**src/rtl/ooo_pkg.sv**
```systemverilog
`default_nettype none
// ============================================================================
//  Module  : ooo_pkg
//  Brief   : Shared out-of-order core types: CDB packet and round-robin helpers.
//  Rev     : 1.0  initial release
// ============================================================================
package ooo_pkg;

    localparam int DEF_TAG_WIDTH  = 5;
    localparam int DEF_DATA_WIDTH = 32;

    typedef struct packed {
        logic [DEF_TAG_WIDTH-1:0]  tag;
        logic [DEF_DATA_WIDTH-1:0] data;
        logic                      exc;
    } cdb_pkt_t;

    // Wrap an index that can overshoot by at most one lap; avoids a modulo.
    function automatic int rr_wrap(input int a, input int n);
        return (a >= n) ? (a - n) : a;
    endfunction

    function automatic int rr_next(input int idx, input int n);
        return (idx == n - 1) ? 0 : idx + 1;
    endfunction

endpackage : ooo_pkg
`default_nettype wire

```
**src/rtl/cdb_arbiter_if.sv**
```systemverilog
`default_nettype none
// ============================================================================
//  Module  : cdb_arbiter_if
//  Brief   : FU request bundle plus CDB broadcast; slave = arbiter side.
//  Rev     : 1.0  initial release
// ============================================================================
interface cdb_arbiter_if
    import ooo_pkg::*;
#(
    parameter int NUM_REQ    = 4,
    parameter int DATA_WIDTH = DEF_DATA_WIDTH,
    parameter int TAG_WIDTH  = DEF_TAG_WIDTH
);
    localparam int IDX_W = $clog2(NUM_REQ);

    logic [NUM_REQ-1:0]            req_valid_i;
    logic [NUM_REQ*TAG_WIDTH-1:0]  req_tag_i;
    logic [NUM_REQ*DATA_WIDTH-1:0] req_data_i;
    logic [NUM_REQ-1:0]            req_exc_i;
    logic [NUM_REQ-1:0]            req_ready_o;
    logic                          flush_i;
    logic                          rob_ready_i;
    logic                          cdb_valid_o;
    logic [TAG_WIDTH-1:0]          cdb_tag_o;
    logic [DATA_WIDTH-1:0]         cdb_data_o;
    logic                          cdb_exc_o;
    logic [IDX_W-1:0]              cdb_src_o;

    modport slave (
        input  req_valid_i, req_tag_i, req_data_i, req_exc_i, flush_i, rob_ready_i,
        output req_ready_o, cdb_valid_o, cdb_tag_o, cdb_data_o, cdb_exc_o, cdb_src_o
    );

    modport master (
        output req_valid_i, req_tag_i, req_data_i, req_exc_i, flush_i, rob_ready_i,
        input  req_ready_o, cdb_valid_o, cdb_tag_o, cdb_data_o, cdb_exc_o, cdb_src_o
    );

endinterface : cdb_arbiter_if
`default_nettype wire

```
**src/rtl/cdb_arbiter_rr_arbiter.sv**
```systemverilog
`default_nettype none
// ============================================================================
//  Module  : rr_arbiter
//  Brief   : Combinational round-robin pick starting at ptr_i, wrapping at N-1.
//  Rev     : 1.0  initial release
// ============================================================================
module rr_arbiter
    import ooo_pkg::*;
#(
    parameter  int N     = 4,
    localparam int IDX_W = (N > 1) ? $clog2(N) : 1
) (
    input  logic [N-1:0]     req_i,
    input  logic [IDX_W-1:0] ptr_i,
    output logic [N-1:0]     gnt_o,
    output logic [IDX_W-1:0] idx_o,
    output logic             any_o
);

    always_comb begin
        int               cand;
        logic [IDX_W-1:0] cand_idx;
        gnt_o    = '0;
        idx_o    = '0;
        any_o    = 1'b0;
        cand     = 0;
        cand_idx = '0;
        for (int k = 0; k < N; k++) begin
            cand     = rr_wrap(int'(ptr_i) + k, N);
            cand_idx = IDX_W'(cand);
            if (!any_o && req_i[cand_idx]) begin
                any_o           = 1'b1;
                gnt_o[cand_idx] = 1'b1;
                idx_o           = cand_idx;
            end
        end
    end

endmodule : rr_arbiter
`default_nettype wire

```
**src/rtl/cdb_arbiter.sv**
```systemverilog
`default_nettype none
// ============================================================================
//  Module  : cdb_arbiter
//  Brief   : Round-robin sharing of the CDB writeback port into a one-entry slot.
//  Rev     : 1.0  initial release
// ============================================================================
module cdb_arbiter
    import ooo_pkg::*;
#(
    parameter int NUM_REQ    = 4,
    parameter int DATA_WIDTH = DEF_DATA_WIDTH,
    parameter int TAG_WIDTH  = DEF_TAG_WIDTH
) (
    input  wire logic       clk,
    input  wire logic       rst_n,
    cdb_arbiter_if.slave    bus
);

    localparam int IDX_W = $clog2(NUM_REQ);

    typedef struct packed {
        logic [TAG_WIDTH-1:0]  tag;
        logic [DATA_WIDTH-1:0] data;
        logic                  exc;
    } slot_t;

    slot_t              slot_q,   slot_d;
    logic               valid_q,  valid_d;
    logic [IDX_W-1:0]   src_q,    src_d;
    logic [IDX_W-1:0]   rr_ptr_q, rr_ptr_d;

    logic               slot_free;
    logic               arb_en;
    logic               grant;
    logic [NUM_REQ-1:0] gnt;
    logic [IDX_W-1:0]   win_idx;
    logic               win_any;
    slot_t              win_pkt;

    rr_arbiter #(.N(NUM_REQ)) u_rr (
        .req_i (bus.req_valid_i),
        .ptr_i (rr_ptr_q),
        .gnt_o (gnt),
        .idx_o (win_idx),
        .any_o (win_any)
    );

    // The slot frees up on the same beat the ROB takes it, so grants can stream.
    assign slot_free = !valid_q || bus.rob_ready_i;
    assign arb_en    = rst_n && slot_free && !bus.flush_i;
    assign grant     = arb_en && win_any;

    assign bus.req_ready_o = arb_en ? gnt : '0;

    always_comb begin
        win_pkt = '0;
        for (int i = 0; i < NUM_REQ; i++) begin
            if (gnt[i]) begin
                win_pkt.tag  = bus.req_tag_i[i*TAG_WIDTH +: TAG_WIDTH];
                win_pkt.data = bus.req_data_i[i*DATA_WIDTH +: DATA_WIDTH];
                win_pkt.exc  = bus.req_exc_i[i];
            end
        end
    end

    always_comb begin
        slot_d   = slot_q;
        valid_d  = valid_q;
        src_d    = src_q;
        rr_ptr_d = rr_ptr_q;
        if (grant) begin
            slot_d   = win_pkt;
            valid_d  = 1'b1;
            src_d    = win_idx;
            rr_ptr_d = IDX_W'(rr_next(int'(win_idx), NUM_REQ));
        end else if (bus.flush_i || bus.rob_ready_i) begin
            valid_d  = 1'b0;
        end
    end

    always_ff @(posedge clk or negedge rst_n) begin
        if (!rst_n) begin
            slot_q   <= '0;
            valid_q  <= 1'b0;
            src_q    <= '0;
            rr_ptr_q <= '0;
        end else begin
            slot_q   <= slot_d;
            valid_q  <= valid_d;
            src_q    <= src_d;
            rr_ptr_q <= rr_ptr_d;
        end
    end

    assign bus.cdb_valid_o = valid_q;
    assign bus.cdb_tag_o   = slot_q.tag;
    assign bus.cdb_data_o  = slot_q.data;
    assign bus.cdb_exc_o   = slot_q.exc;
    assign bus.cdb_src_o   = src_q;

endmodule : cdb_arbiter
`default_nettype wire

```
**src/flat_wrapper.sv**
```systemverilog
// flat-port wrapper written by rule: the top's interface ports become plain ports
module cdb_arbiter_flat import ooo_pkg::*;
#(
    parameter int NUM_REQ    = 4,
    parameter int DATA_WIDTH = DEF_DATA_WIDTH,
    parameter int TAG_WIDTH  = DEF_TAG_WIDTH
)
  (clk, rst_n, bus_req_valid_i, bus_req_tag_i, bus_req_data_i, bus_req_exc_i, bus_flush_i, bus_rob_ready_i, bus_req_ready_o, bus_cdb_valid_o, bus_cdb_tag_o, bus_cdb_data_o, bus_cdb_exc_o, bus_cdb_src_o);
  cdb_arbiter_if #(.NUM_REQ(NUM_REQ), .DATA_WIDTH(DATA_WIDTH), .TAG_WIDTH(TAG_WIDTH)) bus_i ();
  input  wire logic clk;
  input  wire logic rst_n;
  input wire logic [$bits(bus_i.req_valid_i)-1:0] bus_req_valid_i;
  input wire logic [$bits(bus_i.req_tag_i)-1:0] bus_req_tag_i;
  input wire logic [$bits(bus_i.req_data_i)-1:0] bus_req_data_i;
  input wire logic [$bits(bus_i.req_exc_i)-1:0] bus_req_exc_i;
  input wire logic [$bits(bus_i.flush_i)-1:0] bus_flush_i;
  input wire logic [$bits(bus_i.rob_ready_i)-1:0] bus_rob_ready_i;
  output wire logic [$bits(bus_i.req_ready_o)-1:0] bus_req_ready_o;
  output wire logic [$bits(bus_i.cdb_valid_o)-1:0] bus_cdb_valid_o;
  output wire logic [$bits(bus_i.cdb_tag_o)-1:0] bus_cdb_tag_o;
  output wire logic [$bits(bus_i.cdb_data_o)-1:0] bus_cdb_data_o;
  output wire logic [$bits(bus_i.cdb_exc_o)-1:0] bus_cdb_exc_o;
  output wire logic [$bits(bus_i.cdb_src_o)-1:0] bus_cdb_src_o;
  assign bus_i.req_valid_i = bus_req_valid_i;
  assign bus_i.req_tag_i = bus_req_tag_i;
  assign bus_i.req_data_i = bus_req_data_i;
  assign bus_i.req_exc_i = bus_req_exc_i;
  assign bus_i.flush_i = bus_flush_i;
  assign bus_i.rob_ready_i = bus_rob_ready_i;
  assign bus_req_ready_o = bus_i.req_ready_o;
  assign bus_cdb_valid_o = bus_i.cdb_valid_o;
  assign bus_cdb_tag_o = bus_i.cdb_tag_o;
  assign bus_cdb_data_o = bus_i.cdb_data_o;
  assign bus_cdb_exc_o = bus_i.cdb_exc_o;
  assign bus_cdb_src_o = bus_i.cdb_src_o;
  cdb_arbiter #(.NUM_REQ(NUM_REQ), .DATA_WIDTH(DATA_WIDTH), .TAG_WIDTH(TAG_WIDTH)) u_core (.clk(clk), .rst_n(rst_n), .bus(bus_i));
endmodule
```
**config.mk**
```make
export PLATFORM = sky130hd
export DESIGN_NAME = cdb_arbiter_flat
export DESIGN_NICKNAME = d
export VERILOG_FILES = /design/src/rtl/ooo_pkg.sv /design/src/rtl/cdb_arbiter_if.sv /design/src/rtl/cdb_arbiter_rr_arbiter.sv /design/src/rtl/cdb_arbiter.sv /design/src/flat_wrapper.sv
export SDC_FILE = /design/constraint.sdc
export NUM_CORES = 1
export LEC_CHECK = 0
export ABC_AREA = 1
export BUFFER_PORTS_ARGS = -buffer_cell sky130_fd_sc_hd__buf_4
export CORE_MARGIN = 3
export CORE_UTILIZATION = 49
export CTS_BUF_LIST = sky130_fd_sc_hd__clkbuf_4
export CTS_CLUSTER_SIZE = 25
export DETAILED_ROUTE_END_ITERATION = 7
export PLACE_DENSITY = 0.95
export REMOVE_ABC_BUFFERS = 1
export SLEW_MARGIN = 25
export SYNTH_ARGS = -nofsm -noshare
export SYNTH_HDL_FRONTEND = slang
export SYNTH_HIERARCHICAL = 1
export SYNTH_SLANG_ARGS = --single-unit
```
**constraint.sdc**
```tcl
create_clock -name clk -period 7.3 [get_ports clk]
set_input_delay 1.095 -clock clk [delete_from_list [all_inputs] [get_ports clk]]
set_output_delay 1.095 -clock clk [all_outputs]
set_load 0.05 [all_outputs]
```
==> metrics.cfg, run 1 <==
[sta]
rsz0062_at_grt=no
setup_viol_count_final=0
period_minus_slack_ns=5.05
hold_viol=0
slew_viol_final=0
worst_pin_slew_ns=0.836
max_slew_margin=0.442
max_freq_mhz=198
fin_skew_ns=0.0139
fin_tns_setup_ns=0
fin_crit_sh=0.692

[final_layout]
antenna_cells=0
fill_cells=563
multi_input_area_um2=2180
final_nets=945
final_cell_area_um2=5080
regArea_um2=1080
area_delta_synth_final_pct=44.8
drive_gt1_frac=0.300

[run]
max_cap_viol_count=0

[setup_path]
arrival_ns=3.95
worstSetupPathType=reg -> out
cp_max_fo=39
worstPathRequired_ns=6.20
start_kind=flip-flop
end_kind=primary output

[floorplanning]
start_util=0.511
chipHeight_um=90.6
floorplan.die_area_um2=8210
rows=30
die_x_um=90.6
core_um2=6870
pin_count=205

[clock_network]
clock-sinks=43
clkTransAtPathRegs_ns=0.14
clk_latency_ns=0.35
ctsRootBufferMaster=clkbuf_4
cts_buffer_depth=2
cts-resized-gates=0
cts_tree=done
h-tree-depth=2
cts_made_buffers=5
hold_buffers=0
post_cts_buffers=0

[routing]
vias=4544
drt_iter0_drc=307
wl_per_cell_um=13.6
drc=0
ant_nets=0
wirelength_um=11900
post_drt_via_cell_ratio=5.19
first_pass_iters=5

[yosys]
synthesis.area_um2=3510
yosysSeqAreaShare=0.307
synth_seq_cells=43
synth-compound-area-share=0.0742
muxShareOfSynthArea=0
syn_inst=601
synth-xor-area-share=0
yosysWarnings=6
ys_types=21
synthAdderAreaFrac=0.0214
yosys.area_share.simple=0.522
syn_avg_cell_area_um2=5.84
synth_top_family_by_area=simple AND/OR/NAND/NOR gates

[global_route]
grt-ovfl-total=0
grt_max_degree=81
antenna_found_initial=0
use_met2=0.486
first_global_vias=4105
grt.met3_usage=0.0608
grtUsageTotal=0.273
use_met1=0.326
grt.busiest_layer=met2
grt_pass1_wl_um=18800

[placed_design]
port_buffers=204
dp_hpwl_um=8580
place_congestion=0.918
place_area_um2=5000

[pwr]
power_density_nw_per_um2=517
peakVddDrop_v=0.000280
p_leak_nw=3.07

[worst_hold_path]
hp-class=reg -> reg

[status]
status=finished clean

[cell usage after synthesis]
cell / count / area [µm²]
buf_4: 7 / 52.6
nand3_4: 1 / 17.5
nand2_4: 1 / 11.3
inv_1: 14 / 52.6
buf_2: 21 / 105
nor2_2: 1 / 6.26
nor2_1: 82 / 308
a21oi_1: 45 / 225
dfrtp_1: 43 / 1080
inv_2: 2 / 7.51
nand3_1: 52 / 260
nand2_1: 295 / 1110
nand2_2: 7 / 43.8
o21ai_0: 1 / 5.00
a21boi_0: 4 / 30.0
nand4_1: 7 / 43.8
clkbuf_1: 7 / 26.3
nor2_4: 1 / 11.3
nand3_2: 2 / 20.0
buf_6: 2 / 22.5
ha_1: 6 / 75.1
[worst max-delay path, stage by stage (launching register included)]
cell,delay [ns]
dfrtp_1,0.57
inv_2,0.18
ha_1,0.39
inv_1,0.13
nand3_1,0.09
nand2_1,0.06
nor2_1,0.10
a21oi_1,0.20
nand3_2,0.68
inv_2,0.86
nor2_1,0.11
buf_4,0.22
[power breakdown]
part	internal (mW)	switching, mW	leakage, nW
registers	0.338	0.0669	0.551
clock network	0.0722	0.0816	0.0452
logic	0.622	1.45	2.48
[state kept, by name (all words and copies together) (netlist names)]
name and count:
u_core/bus.cdb_data_o 32, u_core/bus.cdb_tag_o 5, u_core/bus.cdb_src_o 2, u_core/rr_ptr_q 2, u_core/bus.cdb_exc_o 1, u_core/bus.cdb_valid_o 1
[metal layers]
layer | up-vias | part of all wire
met2 | 240 | 0.50
met4 | 0 | 0.022
met3 | 29 | 0.11
met5 | - | 0
li1 | 2238 | -
met1 | 2037 | 0.37
[path summary, 6_finish.rpt]
kind	from	to	slack, ns	depth (start not counted)
worst max-delay path	u_core/rr_ptr_q[0]	bus_req_ready_o[1]	2.25	11
worst max register to register	u_core/rr_ptr_q[0]	u_core/bus.cdb_data_o[4]	3.45	15
worst min-delay path	u_core/bus.cdb_data_o[12]	u_core/bus.cdb_data_o[12]	0.50	2
worst min register to register	u_core/bus.cdb_data_o[12]	u_core/bus.cdb_data_o[12]	0.50	2
min in group asynchronous	rst_n	u_core/bus.cdb_valid_o	0.71	1
max in group asynchronous	rst_n	u_core/bus.cdb_data_o[11]	6.18	1
[kinds of logic (layout without fill, tap and decap cells)]
logic type | count (synthesis) | in the layout
adder cells (fa/ha/maj) | 6 | 6
AND/OR/NAND/NOR | 449 | 449
AO/OA/AOI/OAI | 50 | 50
buffers and inverters | 53 | 232
flip-flops | 43 | 43
[area by class of cell]
class	count	area share
tap	96	0.0237
sequential	43	0.212
clock buffer	5	0.00739
clock inverter	3	0.00862
timing repair buffer	208	0.307
multi-input combinational	505	0.429
inverter	16	0.0118
[through the flow]
step	hold slack (ns)	std cells	setup WS [ns]	util	total power, mW
finish	0.496	876	2.25	0.739	2.63
floorplan	0.610	564	2.25	-	1.86
detailed placement	0.466	868	2.51	0.728	2.44
global route	0.519	876	2.04	0.739	2.86
global placement	0.463	868	2.71	0.728	2.36
CTS	0.500	876	2.31	0.739	2.60
[cell usage in the layout (no fill, tap or decap)]
master and n:
a21boi_0 4, a21oi_1 45, buf_4 208, bufinv_16 1, clkbuf_4 5, clkinv_2 1, clkinv_4 1, dfrtp_1 43
ha_1 6, inv_1 14, inv_2 2, nand2_1 295, nand2_2 7, nand2_4 1, nand3_1 49, nand3_2 5
nand3_4 1, nand4_1 7, nor2_1 82, nor2_2 1, nor2_4 1, o21ai_0 1
(Power assumes the default switching activity.)
==> inputs of run 2 (changes only) <==
ABC_AREA = 0   (was 1)
CORE_UTILIZATION = 43   (was 49)
PLACE_DENSITY = 0.94   (was 0.95)
clock period = 5 ns   (was 7.3 ns; I/O delays follow)
==> run 2 against run 1 <==
Count of clock-buffer cells in the layout is the same. Via count is 20% lower. Core utilization decreased by 3.8 points. Wire length grew 0.98%. Total power up 34%. Final area decreased by 9.3%. Synthesized cell count shrank 50%. Critical path depth decreased by 2. First-iteration DRC count decreased by 20%. Hold slack worse by 0.13 ns. Die area down 2.3%.
==> metrics.cfg, run 2 <==
[final_layout]
final_util=0.701  ; -0.0381
largest_register_ffs=32  ; unchanged
final_common_cell=buf_4
antenna_cells=0  ; unchanged
final_cell_mix=212 x buf_4, 74 x o31ai_1, 43 x dfrtp_1
final_nets=646  ; -32%
area_delta_synth_final_pct=53.4
drive_gt1_frac=0.489  ; +0.189

[yosys]
syn_avg_cell_area_um2=9.94  ; +70%
synth_seq_cells=43  ; unchanged
async_reset_ff_frac=1.00  ; unchanged
yosys-top-cells-area=dfrtp_1 36%, o31ai_1 19%, a221oi_1 11%, o22ai_1 7.7%, clkbuf_1 3.8%
synth_most_common_cell=o31ai_1
syn_inst=302  ; -50%
synth_ff_type=dfrtp_1
ys_types=37  ; +76%
yosysWarnings=6  ; unchanged
yosysSeqAreaShare=0.358  ; +0.0517
synthesis.area_um2=3000  ; -14%
synth_area_leader_cell=dfrtp_1
yosysTopAreaCellShare=0.358  ; +0.0427
synth_edf_count=0  ; unchanged
synth_common_cells=74 x o31ai_1, 43 x dfrtp_1, 38 x a221oi_1

[clock_network]
cts_buffer_depth=2  ; unchanged
cts-resized-gates=0  ; unchanged
clkTransAtPathRegs_ns=0.14  ; about the same
cts_made_buffers=5  ; unchanged
clock-sinks=43  ; unchanged
post_cts_buffers=0  ; unchanged
hold_buffers=0  ; unchanged
ctsRootBufferMaster=clkbuf_4
clk_latency_ns=0.36  ; about the same
h-tree-depth=2  ; unchanged
cts_tree=done

[global_route]
first_global_vias=3553  ; -13%
grt-ovfl-total=0  ; unchanged
grtUsageTotal=0.282  ; +0.00885
grt_max_degree=45  ; -44%
grt_pass1_wl_um=17500  ; -6.9%
antenna_found_initial=0  ; unchanged

[routing]
drt_iter0_drc=247  ; -20%
wirelength_um=12100  ; +0.98%
drc=0  ; unchanged
first_pass_iters=5  ; unchanged
wl_per_cell_um=21.0  ; +54%
ant_nets=0  ; unchanged
vias=3617  ; -20%
post_drt_via_cell_ratio=6.30  ; +21%

[setup_path]
end_kind=primary output
rrSetupSlack_ns=0.81  ; -2.64 ns
arrival_ns=3.51  ; -0.44 ns
cp_slowest_cell=dfrtp_1
worstSetupPathType=reg -> out
startpoint=u_core/rr_ptr_q[0]
start_kind=flip-flop
worstPathRequired_ns=4.25  ; -1.95 ns
worstReg2RegStart=u_core/rr_ptr_q[0]
cp_max_fo=14  ; -64%
r2r_cells=10  ; -5
max_stage_delay_ns=0.71  ; -0.15 ns
crit_end=bus_req_ready_o[3]
path_cells=inv_1 -> ha_1 -> mux4_2 -> and2b_2 -> a22oi_1 -> o21ai_0 -> inv_2 -> nor3_1 -> buf_4
rr_endpoint=u_core/bus.cdb_data_o[21]

[sta]
fin_crit_sh=0.852
worst_pin_slew_ns=0.931  ; +0.0949 ns
period_minus_slack_ns=4.26
hold_viol=0  ; unchanged
max_slew_margin=0.380  ; -0.0626
slew_viol_final=0  ; unchanged
max_freq_mhz=235
whs_ns=0.369  ; -0.127 ns
fin_skew_ns=0.0198  ; +0.00590 ns
setup_viol_count_final=0  ; unchanged
setup_ws_ns=0.739  ; -1.51 ns
fin_tns_setup_ns=0  ; unchanged
rsz0062_at_grt=no

[floorplanning]
die_x_um=89.6  ; -1.2%
rows=29  ; -3.3%
start_util=0.457  ; -0.0535
pin_count=205  ; unchanged
floorplan.die_area_um2=8020  ; -2.3%
core_um2=6570  ; -4.4%
chipHeight_um=89.6  ; -1.2%

[placed_design]
dp_hpwl_um=8620  ; +0.48%
dpl_worst_slack_ns=0.913  ; -1.60 ns
place_congestion=0.874  ; -4.7%
port_buffers=204  ; unchanged

[status]
status=finished clean

[run]
max_cap_viol_count=0  ; unchanged

[pwr]
power_density_nw_per_um2=765  ; +48%
peakVddDrop_v=0.000723  ; +160%
p_leak_nw=2.14  ; -30%

[worst_hold_path]
hp-class=in -> async

[run 2: where the power goes]
group	internal [mW]	switching [mW]
Sequential	0.504	0.114
Clock	0.105	0.123
Combinational	0.956	1.72
Total	1.57	1.96
[run 2: worst min path at each step]
stage / startpoint / to / slack (ns)
after CTS: rst_n / u_core/bus.cdb_data_o[14] / 0.38
after detailed placement: u_core/bus.cdb_data_o[31] / u_core/bus.cdb_data_o[31] / 0.49
after global placement: u_core/bus.cdb_src_o[1] / u_core/bus.cdb_src_o[1] / 0.48
after global routing: rst_n / u_core/bus.cdb_data_o[14] / 0.39
final: rst_n / u_core/rr_ptr_q[1] / 0.37
after floorplan: rst_n / u_core/bus.cdb_data_o[0] / 0.45
[run 2: logic make-up (layout without fill, tap and decap cells)]
| group | Yosys count | in the layout | synth area share |
|---|---|---|---|
| flops | 43 | 43 | 0.358 |
| compound gates | 167 | 167 | 0.417 |
| simple gates | 27 | 27 | 0.0579 |
| fa+ha+maj | 6 | 6 | 0.0250 |
| buf+inv | 47 | 226 | 0.0775 |
| mux | 12 | 12 | 0.0642 |
[run 2: routing by layer]
metal	up-vias	wire, µm	global-route usage
met4	0	297	0.104
met5	-	0	0
met2	234	6240	0.499
met3	38	1120	0.0571
li1	1629	-	-
met1	1716	4410	0.334
[run 2: stage by stage]
step	cell area [µm²]	total power [mW]	std cells
2_1_floorplan	2790	2.41	261
3_3_place_gp	4520	3.17	566
3_5_place_dp	4520	3.28	566
4_1_cts	4610	3.51	574
5_1_grt	4610	3.74	574
6_report	4610	3.52	574
[run 2: layout make-up]
class / instances / area [µm²]
fill: 509 / 1960
multi-input combinational: 212 / 1720
timing repair buffer: 212 / 1590
sequential: 43 / 1080
tap: 93 / 116
clock inverter: 3 / 43.8
clock buffer: 5 / 37.5
inverter: 6 / 22.5
[run 2: worst max-delay path: cells and delay by family, from the launching register on]
family / cells / cell delay (ns)
adders and majority gates: 1 / 0.39
AOI/OAI and AO/OA: 2 / 0.57
and+or+nand+nor: 2 / 0.54
DFF: 1 / 0.71
muxes: 1 / 0.45
buffers and inverters: 3 / 0.49
